==> src/rtl/alu_pkg.sv <==
// Shared definitions for the ALU: default widths, INP_VALID encodings and command enums.
// Multiply commands are only decoded when ALU_MULT_EN is defined.
package alu_pkg;

    localparam int DEFAULT_DATA_W = 8;
    localparam int DEFAULT_CMD_W  = 4;

    // INP_VALID: bit0 flags OPA, bit1 flags OPB.
    localparam logic [1:0] IV_NONE = 2'b00;
    localparam logic [1:0] IV_A    = 2'b01;
    localparam logic [1:0] IV_B    = 2'b10;
    localparam logic [1:0] IV_AB   = 2'b11;

    typedef enum logic [3:0] {
        ARITH_ADD     = 4'd0,
        ARITH_SUB     = 4'd1,
        ARITH_ADD_CIN = 4'd2,
        ARITH_SUB_CIN = 4'd3,
        ARITH_INC_A   = 4'd4,
        ARITH_DEC_A   = 4'd5,
        ARITH_INC_B   = 4'd6,
        ARITH_DEC_B   = 4'd7,
        ARITH_CMP     = 4'd8,
        ARITH_MUL_INC = 4'd9,
        ARITH_MUL_SHL = 4'd10
    } arith_cmd_e;

    typedef enum logic [3:0] {
        LOGIC_AND   = 4'd0,
        LOGIC_NAND  = 4'd1,
        LOGIC_OR    = 4'd2,
        LOGIC_NOR   = 4'd3,
        LOGIC_XOR   = 4'd4,
        LOGIC_XNOR  = 4'd5,
        LOGIC_NOT_A = 4'd6,
        LOGIC_NOT_B = 4'd7,
        LOGIC_SHR_A = 4'd8,
        LOGIC_SHL_A = 4'd9,
        LOGIC_SHR_B = 4'd10,
        LOGIC_SHL_B = 4'd11,
        LOGIC_ROL   = 4'd12,
        LOGIC_ROR   = 4'd13
    } logic_cmd_e;

    function automatic logic operands_present(input logic [1:0] iv, input logic [1:0] need);
        return (iv & need) == need;
    endfunction

endpackage

==> src/rtl/alu_mult.sv <==
// Two-stage unsigned multiplier for the MODE=1 multiply commands: stage one latches the
// prepared factors, stage two presents their truncated product. Used only with ALU_MULT_EN.
import alu_pkg::*;

module alu_mult #(
    parameter int DATA_W = DEFAULT_DATA_W
) (
    input  logic                  clk_i,
    input  logic                  rst_i,
    input  logic                  ce_i,
    input  logic                  start_i,
    input  logic                  sel_i,
    input  logic [DATA_W-1:0]     opa_i,
    input  logic [DATA_W-1:0]     opb_i,
    output logic                  busy_o,
    output logic [2*DATA_W-1:0]   prod_o
);

    logic [DATA_W:0] fa_q, fa_d;
    logic [DATA_W:0] fb_q, fb_d;
    logic            busy_q;

    // sel_i=0: (A+1)*(B+1); sel_i=1: (A<<1 kept to DATA_W bits)*B.
    always_comb begin
        if (sel_i) begin
            fa_d = {1'b0, opa_i << 1};
            fb_d = {1'b0, opb_i};
        end else begin
            fa_d = {1'b0, opa_i} + (DATA_W+1)'(1);
            fb_d = {1'b0, opb_i} + (DATA_W+1)'(1);
        end
    end

    always_ff @(posedge clk_i or posedge rst_i) begin
        if (rst_i) begin
            busy_q <= 1'b0;
            fa_q   <= '0;
            fb_q   <= '0;
        end else if (ce_i) begin
            busy_q <= start_i;
            if (start_i) begin
                fa_q <= fa_d;
                fb_q <= fb_d;
            end
        end
    end

    assign busy_o = busy_q;
    assign prod_o = {{(DATA_W-1){1'b0}}, fa_q} * {{(DATA_W-1){1'b0}}, fb_q};

endmodule

==> src/rtl/alu_core.sv <==
// Registered arithmetic/logical ALU with operand-valid checking and clock enable.
// Define ALU_MULT_EN to build the two-cycle multiply commands (CMD 9/10 in MODE=1).
import alu_pkg::*;

module alu_core #(
    parameter int DATA_W = DEFAULT_DATA_W,
    parameter int CMD_W  = DEFAULT_CMD_W
) (
    input  logic                CLK,
    input  logic                RST,
    input  logic [1:0]          INP_VALID,
    input  logic                MODE,
    input  logic [CMD_W-1:0]    CMD,
    input  logic                CE,
    input  logic [DATA_W-1:0]   OPA,
    input  logic [DATA_W-1:0]   OPB,
    input  logic                CIN,
    output logic [2*DATA_W:0]   RES,
    output logic                COUT,
    output logic                OFLOW,
    output logic                G,
    output logic                E,
    output logic                L,
    output logic                ERR
);

    localparam int RES_W = 2*DATA_W + 1;

    logic [RES_W-1:0] res_q, res_d;
    logic             cout_q, cout_d;
    logic             oflow_q, oflow_d;
    logic             g_q, g_d;
    logic             e_q, e_d;
    logic             l_q, l_d;
    logic             err_q, err_d;

    logic [3:0]       cmd_lo;
    logic [CMD_W-1:0] cmd_hi;
    logic             cmd_ext;

    logic [DATA_W:0]   a_x, b_x, cin_x, one_x;
    logic [2:0]        rot_amt;
    logic [DATA_W-1:0] rol_v, ror_v, opb_hi;
    logic              rot_bad;

    logic [DATA_W:0] r_res;
    logic            r_cout, r_oflow, r_g, r_e, r_l;
    logic [1:0]      need;
    logic            defined, is_mult, operands_ok;

`ifdef ALU_MULT_EN
    logic                mult_start, mult_sel, mult_busy;
    logic [2*DATA_W-1:0] mult_prod;

    alu_mult #(.DATA_W(DATA_W)) u_mult (
        .clk_i   (CLK),
        .rst_i   (RST),
        .ce_i    (CE),
        .start_i (mult_start),
        .sel_i   (mult_sel),
        .opa_i   (OPA),
        .opb_i   (OPB),
        .busy_o  (mult_busy),
        .prod_o  (mult_prod)
    );
`endif

    // Command bits above the 4-bit opcode space make any command undefined.
    assign cmd_lo  = CMD[3:0];
    assign cmd_hi  = CMD >> 4;
    assign cmd_ext = |cmd_hi;

    assign a_x   = {1'b0, OPA};
    assign b_x   = {1'b0, OPB};
    assign cin_x = {{DATA_W{1'b0}}, CIN};
    assign one_x = (DATA_W+1)'(1);

    assign rot_amt = OPB[2:0];
    assign rol_v   = (OPA << rot_amt) | (OPA >> (DATA_W - rot_amt));
    assign ror_v   = (OPA >> rot_amt) | (OPA << (DATA_W - rot_amt));
    assign opb_hi  = OPB >> 4;
    assign rot_bad = |opb_hi;

    // Decode: candidate result, flags and the operands the command needs.
    always_comb begin
        r_res   = '0;
        r_cout  = 1'b0;
        r_oflow = 1'b0;
        r_g     = 1'b0;
        r_e     = 1'b0;
        r_l     = 1'b0;
        need    = IV_AB;
        defined = 1'b1;
        is_mult = 1'b0;
`ifdef ALU_MULT_EN
        mult_sel = 1'b0;
`endif
        if (cmd_ext) begin
            defined = 1'b0;
        end else if (MODE) begin
            case (cmd_lo)
                ARITH_ADD: begin
                    r_res  = a_x + b_x;
                    r_cout = r_res[DATA_W];
                end
                ARITH_SUB: begin
                    r_res   = a_x - b_x;
                    r_oflow = (a_x < b_x);
                end
                ARITH_ADD_CIN: begin
                    r_res  = a_x + b_x + cin_x;
                    r_cout = r_res[DATA_W];
                end
                ARITH_SUB_CIN: begin
                    r_res   = a_x - b_x - cin_x;
                    r_oflow = (a_x < (b_x + cin_x));
                end
                ARITH_INC_A: begin
                    need   = IV_A;
                    r_res  = a_x + one_x;
                    r_cout = r_res[DATA_W];
                end
                ARITH_DEC_A: begin
                    need    = IV_A;
                    r_res   = a_x - one_x;
                    r_oflow = (OPA == '0);
                end
                ARITH_INC_B: begin
                    need   = IV_B;
                    r_res  = b_x + one_x;
                    r_cout = r_res[DATA_W];
                end
                ARITH_DEC_B: begin
                    need    = IV_B;
                    r_res   = b_x - one_x;
                    r_oflow = (OPB == '0);
                end
                ARITH_CMP: begin
                    r_g = (OPA > OPB);
                    r_e = (OPA == OPB);
                    r_l = (OPA < OPB);
                end
`ifdef ALU_MULT_EN
                ARITH_MUL_INC: begin
                    is_mult  = 1'b1;
                    mult_sel = 1'b0;
                end
                ARITH_MUL_SHL: begin
                    is_mult  = 1'b1;
                    mult_sel = 1'b1;
                end
`endif
                default: defined = 1'b0;
            endcase
        end else begin
            case (cmd_lo)
                LOGIC_AND:   r_res = {1'b0, OPA & OPB};
                LOGIC_NAND:  r_res = {1'b0, ~(OPA & OPB)};
                LOGIC_OR:    r_res = {1'b0, OPA | OPB};
                LOGIC_NOR:   r_res = {1'b0, ~(OPA | OPB)};
                LOGIC_XOR:   r_res = {1'b0, OPA ^ OPB};
                LOGIC_XNOR:  r_res = {1'b0, ~(OPA ^ OPB)};
                LOGIC_NOT_A: begin
                    need  = IV_A;
                    r_res = {1'b0, ~OPA};
                end
                LOGIC_NOT_B: begin
                    need  = IV_B;
                    r_res = {1'b0, ~OPB};
                end
                LOGIC_SHR_A: begin
                    need  = IV_A;
                    r_res = {1'b0, OPA >> 1};
                end
                LOGIC_SHL_A: begin
                    need  = IV_A;
                    r_res = {1'b0, OPA << 1};
                end
                LOGIC_SHR_B: begin
                    need  = IV_B;
                    r_res = {1'b0, OPB >> 1};
                end
                LOGIC_SHL_B: begin
                    need  = IV_B;
                    r_res = {1'b0, OPB << 1};
                end
                LOGIC_ROL: begin
                    r_res = {1'b0, rol_v};
                    if (rot_bad) defined = 1'b0;
                end
                LOGIC_ROR: begin
                    r_res = {1'b0, ror_v};
                    if (rot_bad) defined = 1'b0;
                end
                default: defined = 1'b0;
            endcase
        end
        operands_ok = operands_present(INP_VALID, need);
    end

    // Next state: a finishing multiply owns the cycle; INP_VALID=00 leaves outputs alone.
    always_comb begin
        res_d   = res_q;
        cout_d  = cout_q;
        oflow_d = oflow_q;
        g_d     = g_q;
        e_d     = e_q;
        l_d     = l_q;
        err_d   = err_q;
`ifdef ALU_MULT_EN
        mult_start = 1'b0;
        if (mult_busy) begin
            res_d   = {1'b0, mult_prod};
            cout_d  = 1'b0;
            oflow_d = 1'b0;
            g_d     = 1'b0;
            e_d     = 1'b0;
            l_d     = 1'b0;
            err_d   = 1'b0;
        end else
`endif
        if (INP_VALID != IV_NONE) begin
            if (!defined || !operands_ok) begin
                res_d   = '0;
                cout_d  = 1'b0;
                oflow_d = 1'b0;
                g_d     = 1'b0;
                e_d     = 1'b0;
                l_d     = 1'b0;
                err_d   = 1'b1;
            end else if (is_mult) begin
`ifdef ALU_MULT_EN
                mult_start = 1'b1;
`endif
            end else begin
                res_d   = {{DATA_W{1'b0}}, r_res};
                cout_d  = r_cout;
                oflow_d = r_oflow;
                g_d     = r_g;
                e_d     = r_e;
                l_d     = r_l;
                err_d   = 1'b0;
            end
        end
    end

    always_ff @(posedge CLK or posedge RST) begin
        if (RST) begin
            res_q   <= '0;
            cout_q  <= 1'b0;
            oflow_q <= 1'b0;
            g_q     <= 1'b0;
            e_q     <= 1'b0;
            l_q     <= 1'b0;
            err_q   <= 1'b0;
        end else if (CE) begin
            res_q   <= res_d;
            cout_q  <= cout_d;
            oflow_q <= oflow_d;
            g_q     <= g_d;
            e_q     <= e_d;
            l_q     <= l_d;
            err_q   <= err_d;
        end
    end

    assign RES   = res_q;
    assign COUT  = cout_q;
    assign OFLOW = oflow_q;
    assign G     = g_q;
    assign E     = e_q;
    assign L     = l_q;
    assign ERR   = err_q;

endmodule

==> config.mk <==
export PLATFORM = sky130hd
export DESIGN_NAME = alu_core
export DESIGN_NICKNAME = d
export VERILOG_FILES = /design/src/rtl/alu_pkg.sv /design/src/rtl/alu_mult.sv /design/src/rtl/alu_core.sv
export SDC_FILE = /design/constraint.sdc
export NUM_CORES = 1
export LEC_CHECK = 0
export CORE_MARGIN = 4
export CORE_UTILIZATION = 45
export DETAILED_ROUTE_END_ITERATION = 7
export PLACE_DENSITY = 0.65
export SLEW_MARGIN = 20
export SYNTH_ARGS = -nofsm -noshare
export SYNTH_HDL_FRONTEND = slang
export SYNTH_SLANG_ARGS = --single-unit
==> constraint.sdc <==
create_clock -name CLK -period 1.2 [get_ports CLK]
set_input_delay 0.24 -clock CLK [delete_from_list [all_inputs] [get_ports CLK]]
set_output_delay 0.24 -clock CLK [all_outputs]
set_load 0.005 [all_outputs]
==> flow_metrics.env <==
export IMPL_r2r_slack_ns=-0.07
export IMPL_ys_async_sr_fraction=1.00
export IMPL_pin_count=50
export IMPL_cp_required_ns=1.31
export IMPL_crit_type="in2reg"
export IMPL_rr_worst_depth=5
export IMPL_seqCellArea_sq_um=375
export IMPL_initial_utilization=0.465
export IMPL_final_nets=1069
export IMPL_grt_pass1_wl_mm=40.6
export IMPL_yosysSeqAreaShare=0.0739
export IMPL_htreeDepth=1
export IMPL_critPathMaxFanout=8
export IMPL_die_w_um=114
export IMPL_switching_share=0.449
export IMPL_clkPwrFrac=0.123
export IMPL_r2r_end="RES[7]$_DFFE_PP0P_"
export IMPL_critPathLaunchType="primary input"
export IMPL_drt_iter0_drc=1187
export IMPL_seq_power_share=0.103
export IMPL_fmax_mhz=390
export IMPL_status="complete, but fails checks"
export IMPL_ant_nets=0
export IMPL_fin_ws_ns=-1.37
export IMPL_synth_avg_cell_area_sq_um=7.16
export IMPL_vias_per_cell=6.58
export IMPL_dpl_hpwl_mm=19.8
export IMPL_finalCriticalPeriod_ns=2.57
export IMPL_max_slew_margin_rel=0.526
export IMPL_gr_total_overflow=0
export IMPL_dr_total_vias=7470
export IMPL_p_leak_nw=3.79
export IMPL_core_area_sq_um=10900
export IMPL_grt_pass1_vias=7158
export IMPL_synth_distinct_cells=80
export IMPL_r2r_start="RES[7]$_DFFE_PP0P_"
export IMPL_synth_top_cell_by_area="ha_1"
export IMPL_drc=0
export IMPL_final_period_utilization=2.14
export IMPL_synth_area_sq_um=5080
export IMPL_cts_buffers_inserted=3
export IMPL_hp_class="in2async"
export IMPL_antenna_found_initial=0
export IMPL_grt_max_degree=32
export IMPL_clkSlewWorstSetupHoldPaths_ns=0.05
export IMPL_rsz0062_at_grt="true"
export IMPL_power_internal_mw=2.88
export IMPL_nFillCells=734
export IMPL_cts_tree="yes"
export IMPL_clock_latency_ns=0.24
export IMPL_setup_violations=15
export IMPL_multiInputGateArea_sq_um=5160
export IMPL_gp_congestion=1.03
export IMPL_synth_top_cell_area_share=0.108
export IMPL_rows=38
export IMPL_dieHeight_um=114
export IMPL_violations="setup timing"
export IMPL_ys_seq_elements=15
export IMPL_dp_cells=1100
export IMPL_fin_cells=1135
export IMPL_die_area_sq_um=13100
export IMPL_p_sw_mw=2.35
export IMPL_arrival_ns=2.67
export IMPL_yosysWarnings=0
export IMPL_slew_violations=0
export IMPL_worst_clock_skew_ns=0
export IMPL_power_density_nw_per_um2=600
export IMPL_end_kind="flip-flop"
export IMPL_numPortBuffers=41
export IMPL_ir_worst_vdd_v=0.000879
export IMPL_synth_edff_count=0
export IMPL_cts_buffer_depth=2
export IMPL_clock_root_buffer="clkbuf_16"
export IMPL_setup_tns_ns=-16.36
export IMPL_ys_flop_type="dfrtp_1"
export IMPL_cts_hold_buf=0
export IMPL_routedWlPerCell_um=24.3
export IMPL_grt_util_all_layers=0.397
export IMPL_max_cap_violations=0
export IMPL_ys_top_cells_by_area="ha_1 11%, dfrtp_1 7.4%, xnor2_1 6.9%"
export IMPL_areaGrowthSynthToFinish_pct=71.7
export IMPL_antenna_cells=0
export IMPL_max_slew_worst_pin_slew_ns=0.704
export IMPL_syn_inst=709
export IMPL_drtPass1Iterations=7
export IMPL_hold_viol_final=0
export IMPL_routed_wl_mm=27.6
export IMPL_pre_cts_ws_ns=-2.14
export IMPL_drive_gt1_frac=0.465
export IMPL_cts_sinks=15
export IMPL_p_comb_frac=0.774
[per-stage QoR]
step / cell area, sq um / hold WS [ns] / utilization / power (mW)
finish: 8720 / 0.364 / 0.798 / 5.24
global route: 8720 / 0.392 / 0.798 / 5.42
CTS: 8570 / 0.319 / 0.784 / 4.89
detailed placement: 7740 / 0.477 / 0.708 / 3.87
global placement: 7740 / 0.462 / 0.708 / 3.79
floorplan: 5600 / 0.141 / - / 2.39
[cells in the mapped netlist (5+ instances only)]
cell / number
xor2_1: 13
a21o_1: 6
a211o_1: 7
mux4_2: 7
nand3b_1: 6
clkbuf_1: 41
a22oi_1: 7
a211oi_1: 14
mux2_2: 7
nand2b_1: 13
nor2_1: 54
nand4_1: 10
nor3_1: 17
nor3b_1: 5
xnor2_1: 40
buf_1: 5
a221oi_1: 7
mux2i_1: 24
a21oi_1: 37
o221ai_1: 11
nand3_1: 25
inv_1: 30
dfrtp_1: 15
o211ai_1: 17
buf_4: 8
and3_1: 8
a31oi_1: 10
nand2_1: 66
o31ai_1: 6
buf_2: 9
or2_2: 6
o22ai_1: 14
o21ai_0: 36
ha_1: 44
nor4_1: 9
nor2b_1: 8
[what timing repair did]
item,4_1_cts,5_1_grt
setup buffers,31,3
resized for setup,201,27
endpoints found under the setup margin,30,15
pin swaps,62,26
[power by group through the flow]
stage	clock, mW	combinational, mW	sequential (mW)
finish	0.643	4.06	0.539
global placement	0	3.24	0.547
CTS	0.645	3.71	0.540
global route	0.667	4.21	0.542
detailed placement	0	3.32	0.549
floorplan	0	1.85	0.549
[worst max-delay path, stage by stage]
cell and delay, ns:
buf_6 0.07, buf_6 0.13, inv_8 0.05, ha_4 0.36, buf_4 0.17, xor2_2 0.26
nand2_4 0.08, nor3_4 0.25, nand3_2 0.15, or4_4 0.57, a31oi_4 0.20, a32oi_1 0.14
[cells in the final DEF (no fill, tap or decap), types with 15 or more instances in the layout]
cell           count
mux2i_1           23
o21ai_0           29
buf_6             23
nor2_1            49
a21oi_1           25
nand2_1           65
xnor2_1           37
dlygate4sd2_1     19
buf_4            273
ha_1              22
inv_1             18
o211ai_1          17
nand3_1           22
dfrtp_1           15
[area by class of cell]
class                           instances  share of cell area
Timing Repair Buffer                  340               0.318
Sequential cell                        15              0.0430
Multi-Input combinational cell        604               0.592
Inverter                               32              0.0184
Clock buffer                            4             0.00903
Tap cell                              140              0.0201
[flip-flops by register name, summed over array words and instances (netlist names)]
| register | cells |
|---|---|
| G | 1 |
| E | 1 |
| COUT | 1 |
| RES | 9 |
| L | 1 |
| OFLOW | 1 |
| ERR | 1 |
[cell families (layout without fill, tap and decap cells)]
| logic type | after synthesis | in the layout | synth area share |
|---|---|---|---|
| compound gates | 213 | 213 | 0.292 |
| xor+xnor | 53 | 53 | 0.0914 |
| fa+ha+maj | 46 | 46 | 0.116 |
| buf+inv | 97 | 376 | 0.0828 |
| flops | 15 | 15 | 0.0739 |
| mux | 38 | 38 | 0.0938 |
| other cells | 1 | 8 | 0.000738 |
| simple gates | 246 | 246 | 0.249 |
[routing by layer]
metal	global-route usage	share of wire	vias up	routed length, um
met1	0.506	0.37	3510	10200
li1	-	-	3209	-
met3	0.0502	0.10	173	2740
met5	0	0	-	0
met4	0.220	0.078	0	2150
met2	0.649	0.45	578	12500
[worst max path at each step]
stage	endpoint	slack (ns)	start
2_1_floorplan	RES[5]$_DFFE_PP0P_	-1.24	OPA[0]
3_3_place_gp	RES[5]$_DFFE_PP0P_	-2.10	OPA[0]
3_5_place_dp	RES[5]$_DFFE_PP0P_	-2.14	OPA[0]
4_1_cts	RES[5]$_DFFE_PP0P_	-1.24	OPA[0]
5_1_grt	RES[8]$_DFFE_PP0P_	-1.34	OPA[0]
6_report	RES[8]$_DFFE_PP0P_	-1.37	OPB[2]
No activity file was read; power rests on OpenSTA's default activity.
